## src/rtl/pc_update_unit.sv

```systemverilog
// Program counter and next-PC select for the single-cycle CPU.
// Holds PC across memory stalls and counts retired instructions.
module pc_update_unit #(
    parameter logic [31:0] RESET_VECTOR = 32'h0000_0000,
    parameter int          CNT_WIDTH    = 32,
    parameter int          UPDATE_DELAY = 1
) (
    input  logic                 CLK,
    input  logic                 RESET,
    input  logic                 JUMP,
    input  logic                 BRANCH,
    input  logic                 BRANCH_NE,
    input  logic                 ZERO,
    input  logic [31:0]          TARGET,
    input  logic                 BUSYWAIT,
    output logic [31:0]          PC,
    output logic [31:0]          PC_PLUS4,
    output logic                 STALLED,
    output logic [CNT_WIDTH-1:0] INSTR_COUNT
);

    // UPDATE_DELAY is a simulation-model delay only; registers update at the edge.
    if (UPDATE_DELAY < 0) begin : g_bad_delay
        $error("UPDATE_DELAY must be non-negative");
    end

    typedef enum logic [1:0] {
        S_HOLD  = 2'd0,
        S_RUN   = 2'd1,
        S_STALL = 2'd2
    } state_t;

    state_t                 r_state;
    state_t                 w_state_nxt;
    logic [31:0]            r_pc;
    logic [31:0]            w_pc_nxt;
    logic [CNT_WIDTH-1:0]   r_cnt;
    logic [CNT_WIDTH-1:0]   w_cnt_nxt;
    logic                   r_pend_taken;
    logic                   w_pend_taken_nxt;
    logic [31:0]            r_pend_target;
    logic [31:0]            w_pend_target_nxt;
    logic [31:0]            r_pend_next4;
    logic [31:0]            w_pend_next4_nxt;
    logic                   w_taken;
    logic [31:0]            w_pc_plus4;

    assign w_taken    = JUMP | (BRANCH & ZERO) | (BRANCH_NE & ~ZERO);
    assign w_pc_plus4 = r_pc + 32'd4;

    always_comb begin
        w_state_nxt       = r_state;
        w_pc_nxt          = r_pc;
        w_cnt_nxt         = r_cnt;
        w_pend_taken_nxt  = r_pend_taken;
        w_pend_target_nxt = r_pend_target;
        w_pend_next4_nxt  = r_pend_next4;
        unique case (r_state)
            S_HOLD: begin
                w_state_nxt = BUSYWAIT ? S_STALL : S_RUN;
            end
            S_RUN: begin
                if (BUSYWAIT) begin
                    // Freeze the redirect decision seen at stall entry.
                    w_pend_taken_nxt  = w_taken;
                    w_pend_target_nxt = TARGET;
                    w_pend_next4_nxt  = w_pc_plus4;
                    w_state_nxt       = S_STALL;
                end else begin
                    w_pc_nxt  = w_taken ? TARGET : w_pc_plus4;
                    w_cnt_nxt = r_cnt + CNT_WIDTH'(1);
                end
            end
            S_STALL: begin
                if (!BUSYWAIT) begin
                    w_pc_nxt    = r_pend_taken ? r_pend_target : r_pend_next4;
                    w_cnt_nxt   = r_cnt + CNT_WIDTH'(1);
                    w_state_nxt = S_RUN;
                end
            end
            default: begin
                w_state_nxt = S_HOLD;
            end
        endcase
    end

    always_ff @(posedge CLK) begin
        if (RESET) begin
            r_state       <= S_HOLD;
            r_pc          <= RESET_VECTOR;
            r_cnt         <= '0;
            r_pend_taken  <= 1'b0;
            r_pend_target <= 32'h0000_0000;
            // A stall leaving HOLD resumes at the reset vector.
            r_pend_next4  <= RESET_VECTOR;
        end else begin
            r_state       <= w_state_nxt;
            r_pc          <= w_pc_nxt;
            r_cnt         <= w_cnt_nxt;
            r_pend_taken  <= w_pend_taken_nxt;
            r_pend_target <= w_pend_target_nxt;
            r_pend_next4  <= w_pend_next4_nxt;
        end
    end

    assign PC          = r_pc;
    assign PC_PLUS4    = w_pc_plus4;
    assign STALLED     = (r_state == S_STALL);
    assign INSTR_COUNT = r_cnt;

endmodule

```

## config.mk

```make
export PLATFORM = sky130hd
export DESIGN_NAME = pc_update_unit
export DESIGN_NICKNAME = d
export VERILOG_FILES = /design/src/rtl/pc_update_unit.sv
export SDC_FILE = /design/constraint.sdc
export NUM_CORES = 1
export LEC_CHECK = 0
export BUFFER_PORTS_ARGS = -buffer_cell sky130_fd_sc_hd__buf_2
export CORE_MARGIN = 10
export CORE_UTILIZATION = 53
export CTS_BUF_LIST = sky130_fd_sc_hd__clkbuf_16
export CTS_CLUSTER_SIZE = 40
export DETAILED_ROUTE_END_ITERATION = 10
export HOLD_SLACK_MARGIN = 0.08
export PLACE_DENSITY = 0.87
export SLEW_MARGIN = 20
export SYNTH_ARGS = -nofsm -noshare
export SYNTH_HDL_FRONTEND = slang
export SYNTH_SLANG_ARGS = --single-unit
```

## constraint.sdc

```tcl
create_clock -name CLK -period 7.1 [get_ports CLK]
set_clock_uncertainty 0.1 [all_clocks]
set_input_delay 0.355 -clock CLK [delete_from_list [all_inputs] [get_ports CLK]]
set_output_delay 0.355 -clock CLK [all_outputs]
set_load 0.02 [all_outputs]
```

==> results of run 1 <==
-- worst max-delay path, cell delays in order (launching register included) --
cell and delay, ns:
dfxtp_1 0.43, nand4_1 0.45, or4_4 0.69, or4_4 0.60
xnor2_2 0.17, buf_2 0.20
-- power breakdown --
part | total (mW) | leakage [nW] | switching, mW | internal, mW
clock network | 0.893 | 0.288 | 0.316 | 0.576
logic | 0.921 | 1.85 | 0.598 | 0.323
registers | 0.987 | 1.06 | 0.138 | 0.849
-- worst max path at each step --
stage / endpoint / start / slack [ns]
2_1_floorplan: PC_PLUS4[27] / PC[10] / 4.44
3_3_place_gp: PC_PLUS4[31] / PC[6] / 4.23
3_5_place_dp: PC_PLUS4[31] / PC[6] / 4.17
4_1_cts: PC_PLUS4[20] / PC[6] / 3.71
5_1_grt: PC_PLUS4[25] / PC[6] / 3.50
6_report: PC_PLUS4[31] / PC[6] / 3.68
-- through the flow --
stage	hold slack [ns]	utilization
after global routing	0.0830	0.648
final	0.0904	0.648
after CTS	0.0805	0.647
after floorplan	0.331	-
after detailed placement	0.346	0.597
after global placement	0.341	0.597
-- layout by cell type (no fill, tap or decap), types with 13 or more instances in the layout --
cell type / instances
a21oi_1: 66
nor2_1: 135
nor3_1: 42
nor4_1: 16
a211oi_1: 13
xnor2_1: 37
xor2_1: 19
nand2_1: 109
clkbuf_16: 17
mux2i_1: 32
o21ai_0: 19
dfxtp_1: 130
inv_1: 23
nand4_1: 14
nand3_1: 27
buf_2: 134
-- layout make-up --
type                       instances  area [um^2]  share of cell area
clock inverter                    13          169              0.0206
tap                              172          215              0.0263
antenna                            1         2.50            0.000306
timing repair buffer             147          778              0.0951
inverter                          22         82.6              0.0101
multi-input combinational        661         3890               0.475
clock buffer                      17          425              0.0520
sequential                       131         2620               0.321
-- cells by family after synthesis --
| kind of cell | Yosys count | share of synthesized area |
|---|---|---|
| mux | 41 | 0.0617 |
| flops | 131 | 0.384 |
| buf+inv | 90 | 0.0512 |
| xor+xnor | 57 | 0.0741 |
| fa+ha+maj | 5 | 0.00915 |
| simple gates | 390 | 0.263 |
| compound gates | 168 | 0.158 |
-- sequential cells by signal, summed over array words and instances (netlist names) --
name and flops:
INSTR_COUNT 32, r_pend_taken 1, r_state 2, r_pend_next4 32
r_pend_target 32, PC 32
-- per-layer routing --
layer,vias up,global-route usage
met3,47,0.0662
li1,3267,-
met2,291,0.347
met1,3197,0.255
met5,-,0
met4,0,0.0816
==> results list, run 1 <==
* Result of the run: finished clean
- After synthesis, the cell types taking the most area are dfxtp_1, nor2_1, nand2_1, a21oi_1, xnor2_1.
* Static power due to leakage: 3.20 nW
- Kind of capture point of the worst setup path: output port
* FF-to-FF End: PC[13]
- Cell count of the worst reg-to-reg path: 8
- Summed over all nets, wire length on met2 after detailed routing comes to 9190 um.
- After synthesis the netlist holds a flip-flop and latch count of 131.
* Unrepaired setup endpoints after global routing: no
- Gr ovfl total: 0
- The floorplan step defined a die boundary enclosing 17,800 um^2.
* DRC violation count after routing: 0
- Data required time of the worst path: 6.64 ns
* Area after detailed placement: 7530 um^2
* First-pass GRT wire length: 31,700 um
- Setup WS post-layout: 3.68 ns
* Initial antenna violation count: 1
* Startpoint type of the worst setup path: register
* Horizontal die dimension: 134 um
* Vias after detailed routing: 6,802
* Number of buffers created by CTS: 17
* Initial Utilization: 0.542
* Post-Place Cells: 1,129
* Uppermost layer routed: met4
- The number of global-route vias before repair was 6,386.
* Avg Cell Area, Syn: 7.75 um^2
- Peak supply drop: 0.214 mV
- Hold/Removal Path Class: input pin to register
- Measured along the y axis, the die boundary spans 134 um.
- Routability-driven placement finished with a final weighted congestion of 0.921.
- Total nets after synthesis: 926
- After synthesis the cells add up to 6840 um^2.
- 136 I/O pins were placed.
* Final cell count without fillers: 1,164
- Setup slack on the worst reg-to-reg path comes out at 4.23 ns.
- Of the cells placed in the final design, the portion with a size suffix greater than 1 is 0.207.
- Number of post-CTS setup repair buffers: 0
- Number of buffers between clock root and the deepest sink: 2
- Clock insertion delay at the later pin of the skew report: 0.42 ns
* Warnings, synthesis: 0
* Pin count of the biggest net entering global routing: 96
- For this run, the total global-route usage over all layers was measured as 0.212.
* Number of resized instances in the post-cts repair step: 0
* Most used standard cell by instance count after synthesis: nor2_1
* Top cell type by total area after synthesis: dfxtp_1
- Summing internal, switching and leakage power gives 2.80 mW.
- Share of the clock period used by the worst path: 0.481
* Number of port buffers: 135
- Power density over cell area: 342 nW/um^2
* Worst reg2reg startpoint: r_state[0]
- DRT met1 WL: 8360 um
* Core Box Area: 12,600 um^2
- Drt first-iter violations: 739
- Summed over all nets, the half-perimeter wirelength after detailed placement is 13,500 um.
- Net count reported at finish: 1,024
* Fraction of the yosys area taken by sequential cells: 0.384
- Relative to the synthesized area, the layout overhead comes to 19.7%.
- Final Max Tran Viols: 0
- Depth of the CTS H-tree: 4
- Hold worst-path end: r_pend_target[6]
- Commonest cells in the netlist: nor2_1, dfxtp_1, nand2_1, a21oi_1, clkbuf_1
- Type of the setup path with the least slack: register to output port
* Share of synthesized registers carrying an async set or reset: 0
- Clock-pin slew of the registers on the worst-case setup and hold paths: 0.05 ns
* Sum of negative setup slack: 0 ns
- Max-cap violations in this run came to 0.
- Synthesis handed over a netlist of 882 instances.
* Headroom to the max-slew limit: 0.348
* Crit path max fanout: 11
- Final wirelength: 19,600 um
- The tree is rooted in a clkbuf_16.
- In the routed layout, each cell is associated on average with a via count of 5.84.
* Worst slack at placement: 4.17 ns
* Minimum period implied by the final worst setup slack: 3.42 ns
- Clock tree from TritonCTS: done
- In the synthesized netlist the dominant register cell turns out to be dfxtp_1.
- In this run the core area contains 41 standard-cell rows.
* Met3 Wirelength: 1550 um
- Setup violation total in the final timing report: 0
- Number of search-and-repair iterations in the first detailed-routing pass: 5
- In this run, synthesis inferred 0 flip-flops with an integrated enable.
* Per-cell routed wire length: 16.8 um
- Final non-filler cell area: 8180 um^2
- Max Fclk: 0.293 GHz
- Transition time at the pin with the least slew margin: 0.978 ns
- Number of fill cells in the layout: 1,061
- Share of the synthesized area in the top cell type: 0.384
- STA puts the critical path data arrival time at 2.96 ns.
* Worst hold path cell count: 3
- For this design, the CTS-stage hold fixing added 4 buffers.
- Once detail routing completed, the nets flagged for antenna violations numbered 0.
- Clock Sink Count: 131
- The startpoint identified for the worst hold timing path is TARGET[6].
- Final Hold Vio Count: 0
- Count of distinct cell types in the synthesized netlist: 53
No activity file was read; power rests on OpenSTA's default activity.
==> run 2, diff against run 1 <==
CORE_UTILIZATION = 50   (was 53)
PLACE_DENSITY = 0.86   (was 0.87)
clock period = 2.85 ns   (was 7.1 ns; I/O delays follow)
==> run 2 against run 1 <==
  * Sequential power rose by 150%
  * Hold slack better by 0.067 ns
  * Global-route usage grew 0.71 points
  * Sequential share of layout area fell by 1.7 points
  * Die area up 5.1%
  * Final cell count rose by 5.3%
  * Clock power grew 120%
  * Register-to-register slack got worse by 4.0 ns
  * Via count grew 5.2%
  * Largest cell class unchanged
==> results list, run 2 (synthesis results as in run 1) <==
* Unrepaired setup endpoints after global routing: no
* Cell count of the worst reg-to-reg path: 7
- Depth of the CTS H-tree: 4
* DRC violation count after routing: 0
- Setup violation total in the final timing report: 0
- Final Max Tran Viols: 0
- Switching power total: 2.77 mW
- Reg power frac: 0.353
* Clock Sink Count: 131
- Crit path DAT: 2.49 ns
- For this design the top-level I/O count stands at 136.
* Horizontal die dimension: 137 um
- Placer's final routability congestion estimate: 0.909
- From bottom edge to top edge, the die measures 137 um.
* Net count reported at finish: 1,081
- STA classifies the critical path endpoint as an output port.
- Initial antenna violation count: 0
* Peak supply drop: 0.601 mV
* Worst slack at placement: 0.380 ns
- At the pin with the least slew margin, the transition time is 0.718 ns.
* Max stage delay cell, worst path: or4_4
* Core Box Area: 13,300 um^2
- Highest cell delay on the worst timing path: 0.59 ns
* Minimum period implied by the final worst setup slack: 2.73 ns
* CTS Root Cell: clkbuf_16
- Detailed routing inserted a total of 7,153 vias.
* Clk network pwr share: 0.285
* Via count of the first global-routing pass: 6,760
* Setup slack of the worst register-to-register path: 0.19 ns
* Power Total: 6.92 mW
- Most frequent cells in the layout: nor2_1, buf_2, dfxtp_1
* Diodes inserted: 0
* Sum of negative setup slack: 0 ns
- Clock-pin slew of the registers on the worst-case setup and hold paths: 0.06 ns
- Crit path max fanout: 6
- After detailed routing, the total wire length is 21,200 um.
- Walking the worst path, the cells encountered are nand2_1, or3_1, or4_4, xnor2_2, buf_4.
* Total global routing track utilization: 0.219
* Antenna violation net count after detailed routing: 0
- Family with the most delay on the worst path: simple AND/OR/NAND/NOR gates
* Final Hold Vio Count: 0
* Switching power as a share of total power: 0.400
- After layout, the worst setup slack is 0.115 ns.
- Combinational fraction of design power: 0.362
* Smallest hold slack: 0.157 ns
- Count of max-cap constraint violations: 0
- Number of port buffers: 135
* Share of the clock period used by the worst path: 0.960
* Initial Utilization: 0.514
- In this run the power density over the cells is 796 nW/um^2.
- Static timing analysis puts the maximum clock frequency at 0.366 GHz.
- Clock latency on the worst-skew pair, taken at its later pin, is 0.42 ns.
- Number of search-and-repair iterations in the first detailed-routing pass: 6
* Number of buffers between clock root and the deepest sink: 2
- The floorplan step defined a die boundary enclosing 18,800 um^2.
* Worst reg2reg startpoint: r_state[1]
* Result of the run: finished clean
* Total half-perimeter wirelength after legalization and detailed placement: 14,100 um
- The library cell used most frequently in the layout, excluding fill and tap cells, is nor2_1.
* Gr ovfl total: 0
* Area growth from synthesis to layout: 27.2%
- The worst setup path is launched from a register.
- The setup path with the least slack is of type register to output port.
- The first global-routing pass estimated 33,500 um of wire.
* Average via count per standard cell: 5.83
- Worst hold path cell count: 3
- Data required time of the worst path: 2.61 ns
- Entering global routing, the biggest net connects 56 pins.
* Drt first-iter violations: 754
- Per-cell routed wire length: 17.3 um
* Clock tree from TritonCTS: done
* Hold/Removal Path Class: input pin to register
- Static power due to leakage: 3.45 nW
- Counting the buffers created by CTS gives 17.
- Worst Hold Launch: JUMP
- Cell internal power was estimated by the tool at 4.15 mW.
- The endpoint identified for the worst register-to-register timing path is r_pend_target[6].
- The number of buffers and inverters on the critical path is 1.
- Headroom to the max-slew limit: 0.519
- The floorplan has 42 rows.
- Hold worst-path end: r_pend_taken
* Layout cell share with drive strength beyond 1: 0.229
run 2: metal layers:
layer	GRT usage	wire, um	up-vias
met4	0.0773	483	0
met5	0	0	-
li1	-	-	3380
met3	0.0711	1990	43
met2	0.350	9940	367
met1	0.272	8800	3363
run 2: stage by stage:
stage / util / instance area (um^2) / std cells
after global routing: 0.654 / 8700 / 1226
final: 0.654 / 8700 / 1226
after global placement: 0.575 / 7650 / 1146
after CTS: 0.650 / 8640 / 1223
after floorplan: - / 6840 / 882
after detailed placement: 0.575 / 7650 / 1146
run 2: worst max-delay path by stage:
| stage | startpoint | slack (ns) | to | cells past startpoint |
|---|---|---|---|---|
| after global placement | PC[6] | 0.43 | PC_PLUS4[31] | 5 |
| after floorplan | PC[10] | 0.29 | r_pend_next4[27] | 6 |
| final | PC[3] | 0.12 | PC_PLUS4[31] | 5 |
| after global routing | PC[17] | 0.03 | PC_PLUS4[27] | 5 |
| after CTS | PC[7] | 0.01 | PC_PLUS4[31] | 5 |
| after detailed placement | PC[6] | 0.38 | PC_PLUS4[31] | 5 |
run 2: timing repair:
item / in CTS / in global routing
hold buffers: 44 / 0
endpoints found under the setup margin: 1 / 9
cloned: 0 / 0
gates resized for setup: 6 / 13
hold endpoints to repair: 54 / 0
buffers inserted: 1 / 3
pin swaps: 1 / 4
run 2: power by group through the flow:
stage | clock network (mW) | registers (mW) | logic [mW]
CTS | 1.99 | 2.41 | 2.48
detailed placement | 0 | 2.44 | 2.39
global placement | 0 | 2.42 | 2.35
floorplan | 0 | 2.50 | 1.57
global route | 2.08 | 2.47 | 2.72
finish | 1.97 | 2.44 | 2.51
run 2: cell type report:
| cell class | instances | area [um^2] |
|---|---|---|
| Multi-Input combinational cell | 661 | 3890 |
| Clock inverter | 15 | 110 |
| Fill cell | 1039 | 4590 |
| Sequential cell | 131 | 2650 |
| Inverter | 22 | 82.6 |
| Tap cell | 176 | 220 |
| Timing Repair Buffer | 204 | 1320 |
| Clock buffer | 17 | 425 |
run 2: worst reg2reg max path: stages, from the launching register on:
cell	delay, ns
dfxtp_1	0.37
inv_1	0.10
ha_1	0.29
nand2_2	0.57
buf_4	0.34
nand2_1	0.09
a21oi_1	0.15
dlygate4sd3_1	0.57
==> run 3, diff against run 2 <==
CORE_UTILIZATION = 53   (was 50)
CTS_BUF_LIST = default   (was sky130_fd_sc_hd__clkbuf_16)
PLACE_DENSITY = 0.83   (was 0.86)
clock period = 3.2 ns   (was 2.85 ns; I/O delays follow)
==> run 3 against run 2 <==
  * Cell area shrank 1.5%
  * Core utilization rose by 2.5 points
  * Largest cell class unchanged
  * Clock power is 6% higher
  * Routed wire length is 4.7% lower
  * Flip-flop and latch count unchanged
  * Critical path type unchanged
  * Power is 7.8% lower
==> results list, run 3 (synthesis results as in run 1) <==
* Crit path max fanout: 12
- The worst setup path is captured at an output port.
- The library cell used most frequently in the layout, excluding fill and tap cells, is nor2_1.
- The tool flagged a number of max-cap violations equal to 0.
- Initial antenna violation count: 0
- Peak supply drop: 0.476 mV
- The first detailed-routing pass took 6 iterations.
- Setup violation total in the final timing report: 0
- After detailed routing, the average wire length per cell comes to 16.8 um.
- Buffers added to address setup during post-CTS repair amount to 0.
- The critical path in this run is classified as register to output port.
- Diodes inserted: 0
* Area growth from synthesis to layout: 25.4%
- From bottom edge to top edge, the die measures 134 um.
- Result of the run: finished clean
* Sum of negative setup slack: 0 ns
- After global routing the overflow that remains totals 0.
- Clock Sink Count: 131
- Average via count per standard cell: 5.70
* Setup WS post-layout: 0.227 ns
- Clock-pin slew was measured on the worst setup and hold paths at 0.06 ns.
- Setup repair after global routing left no endpoint under its margin.
* Clock tree from TritonCTS: done
* Worst setup path startpoint: PC[4]
* Pin count of the biggest net entering global routing: 79
- For this block, the initial DRC count from the detailed router was 704.
- The number of global-route vias before repair is 6,506.
- Total global routing track utilization: 0.220
* Max Fclk: 0.336 GHz
- For this design, the CTS-stage hold fixing added 33 buffers.
- Number of buffers between clock root and the deepest sink: 2
- Layout cell share with drive strength beyond 1: 0.211
- Clock latency on the worst-skew pair, taken at its later pin, is 0.42 ns.
- Share of the clock period used by the worst path: 0.929
- CTS placed an instance of clkbuf_16 at the clock tree root.
* Data required time of the worst path: 2.94 ns
- In this run the remaining antenna-violating nets after routing total 0.
- The die covers 17,800 um^2.
- Final wirelength: 20,200 um
* Setup slack of the worst register-to-register path: 0.71 ns
* Transition time at the pin with the least slew margin: 0.701 ns
* Worst Hold Launch: RESET
- Placer's final routability congestion estimate: 0.909
* Global-route layer with the greatest usage: met2
* Global routing met3 resource utilization: 0.0665
- For this block, the via count after detailed routing is 6,855.
- Hold/Removal Path Class: input pin to register
- For this run, global-route usage on met1 was measured as 0.276.
* Number of fill cells in the layout: 1,070
* Startpoint type of the worst setup path: register
- Final Max Tran Viols: 0
* Most frequent cells in the layout: nor2_1, buf_2, dfxtp_1
* Std-Cell Rows: 41
- The count of buffers added on input and output ports is 135.
* Number of resized instances in the post-cts repair step: 0
- For the worst setup path, the data arrival time is 2.71 ns.
- The final number of hold-violating endpoints was 0.
- The region available for standard cell placement spans 12,600 um^2.
* Global routing usage on met2: 0.352
- Net count reported at finish: 1,061
* # IOs: 136
- Power density over cell area: 745 nW/um^2
- The initial utilization of the core area, before any placement, comes to 0.542.
- At the placement stage, the worst setup path has a slack of 0.700 ns.
- First-pass GRT wire length: 32,900 um
* Number of buffers created by CTS: 17
- DRC violation count after routing: 0
* Headroom to the max-slew limit: 0.529
- The floorplan step set the die width to 134 um.
- Detailed placement ended at an HPWL of 13,900 um.
- The worst path needs 2.97 ns of the cycle, external delays included.
- Worst reg2reg startpoint: r_state[0]
* Depth of the CTS H-tree: 4
- Static power due to leakage: 3.37 nW
[run 3: path summary, 6_finish.rpt]
| kind | endpoint | depth (start not counted) |
|---|---|---|
| hold / removal | r_pend_target[16] | 2 |
| setup / recovery | PC_PLUS4[27] | 5 |
| setup reg to reg | PC[25] | 7 |
| hold reg to reg | r_pend_target[29] | 2 |
[run 3: layout make-up]
| cell class | count | area (um^2) | share of cell area |
|---|---|---|---|
| repair buffers | 184 | 1140 | 0.133 |
| well taps | 172 | 215 | 0.0251 |
| multi-input cells | 661 | 3870 | 0.452 |
| clock buffers | 20 | 457 | 0.0533 |
| inverters | 22 | 82.6 | 0.00963 |
| clock inverters | 12 | 178 | 0.0207 |
| flip-flops and latches | 131 | 2620 | 0.306 |
[run 3: worst max-delay path: stages, from the launching register on]
cell and delay [ns]:
dfxtp_1 0.56, nand4_1 0.28, or4_4 0.60, or3_1 0.42, xnor2_1 0.23, buf_2 0.21
[run 3: routing by layer]
metal  up-vias  wire (um)
li1       3334          -
met1      3213       8880
met2       276       9590
met3        32       1350
met4         0        386
met5         -          0
[run 3: metrics by stage]
step,instance area [um^2],util,power [mW],hold slack [ns],std cells
after floorplan,6840,-,3.62,0.196,882
after global placement,7610,0.603,4.21,0.314,1137
after detailed placement,7610,0.603,4.26,0.318,1137
after CTS,8570,0.679,6.37,0.129,1202
after global routing,8570,0.679,6.70,0.158,1202
final,8570,0.679,6.38,0.151,1202
[run 3: where the power goes]
group	internal, mW	total, mW	leakage (nW)	switching [mW]
clock	1.35	2.09	0.299	0.742
sequential	1.88	2.20	1.06	0.315
combinational	0.767	2.10	2.01	1.33
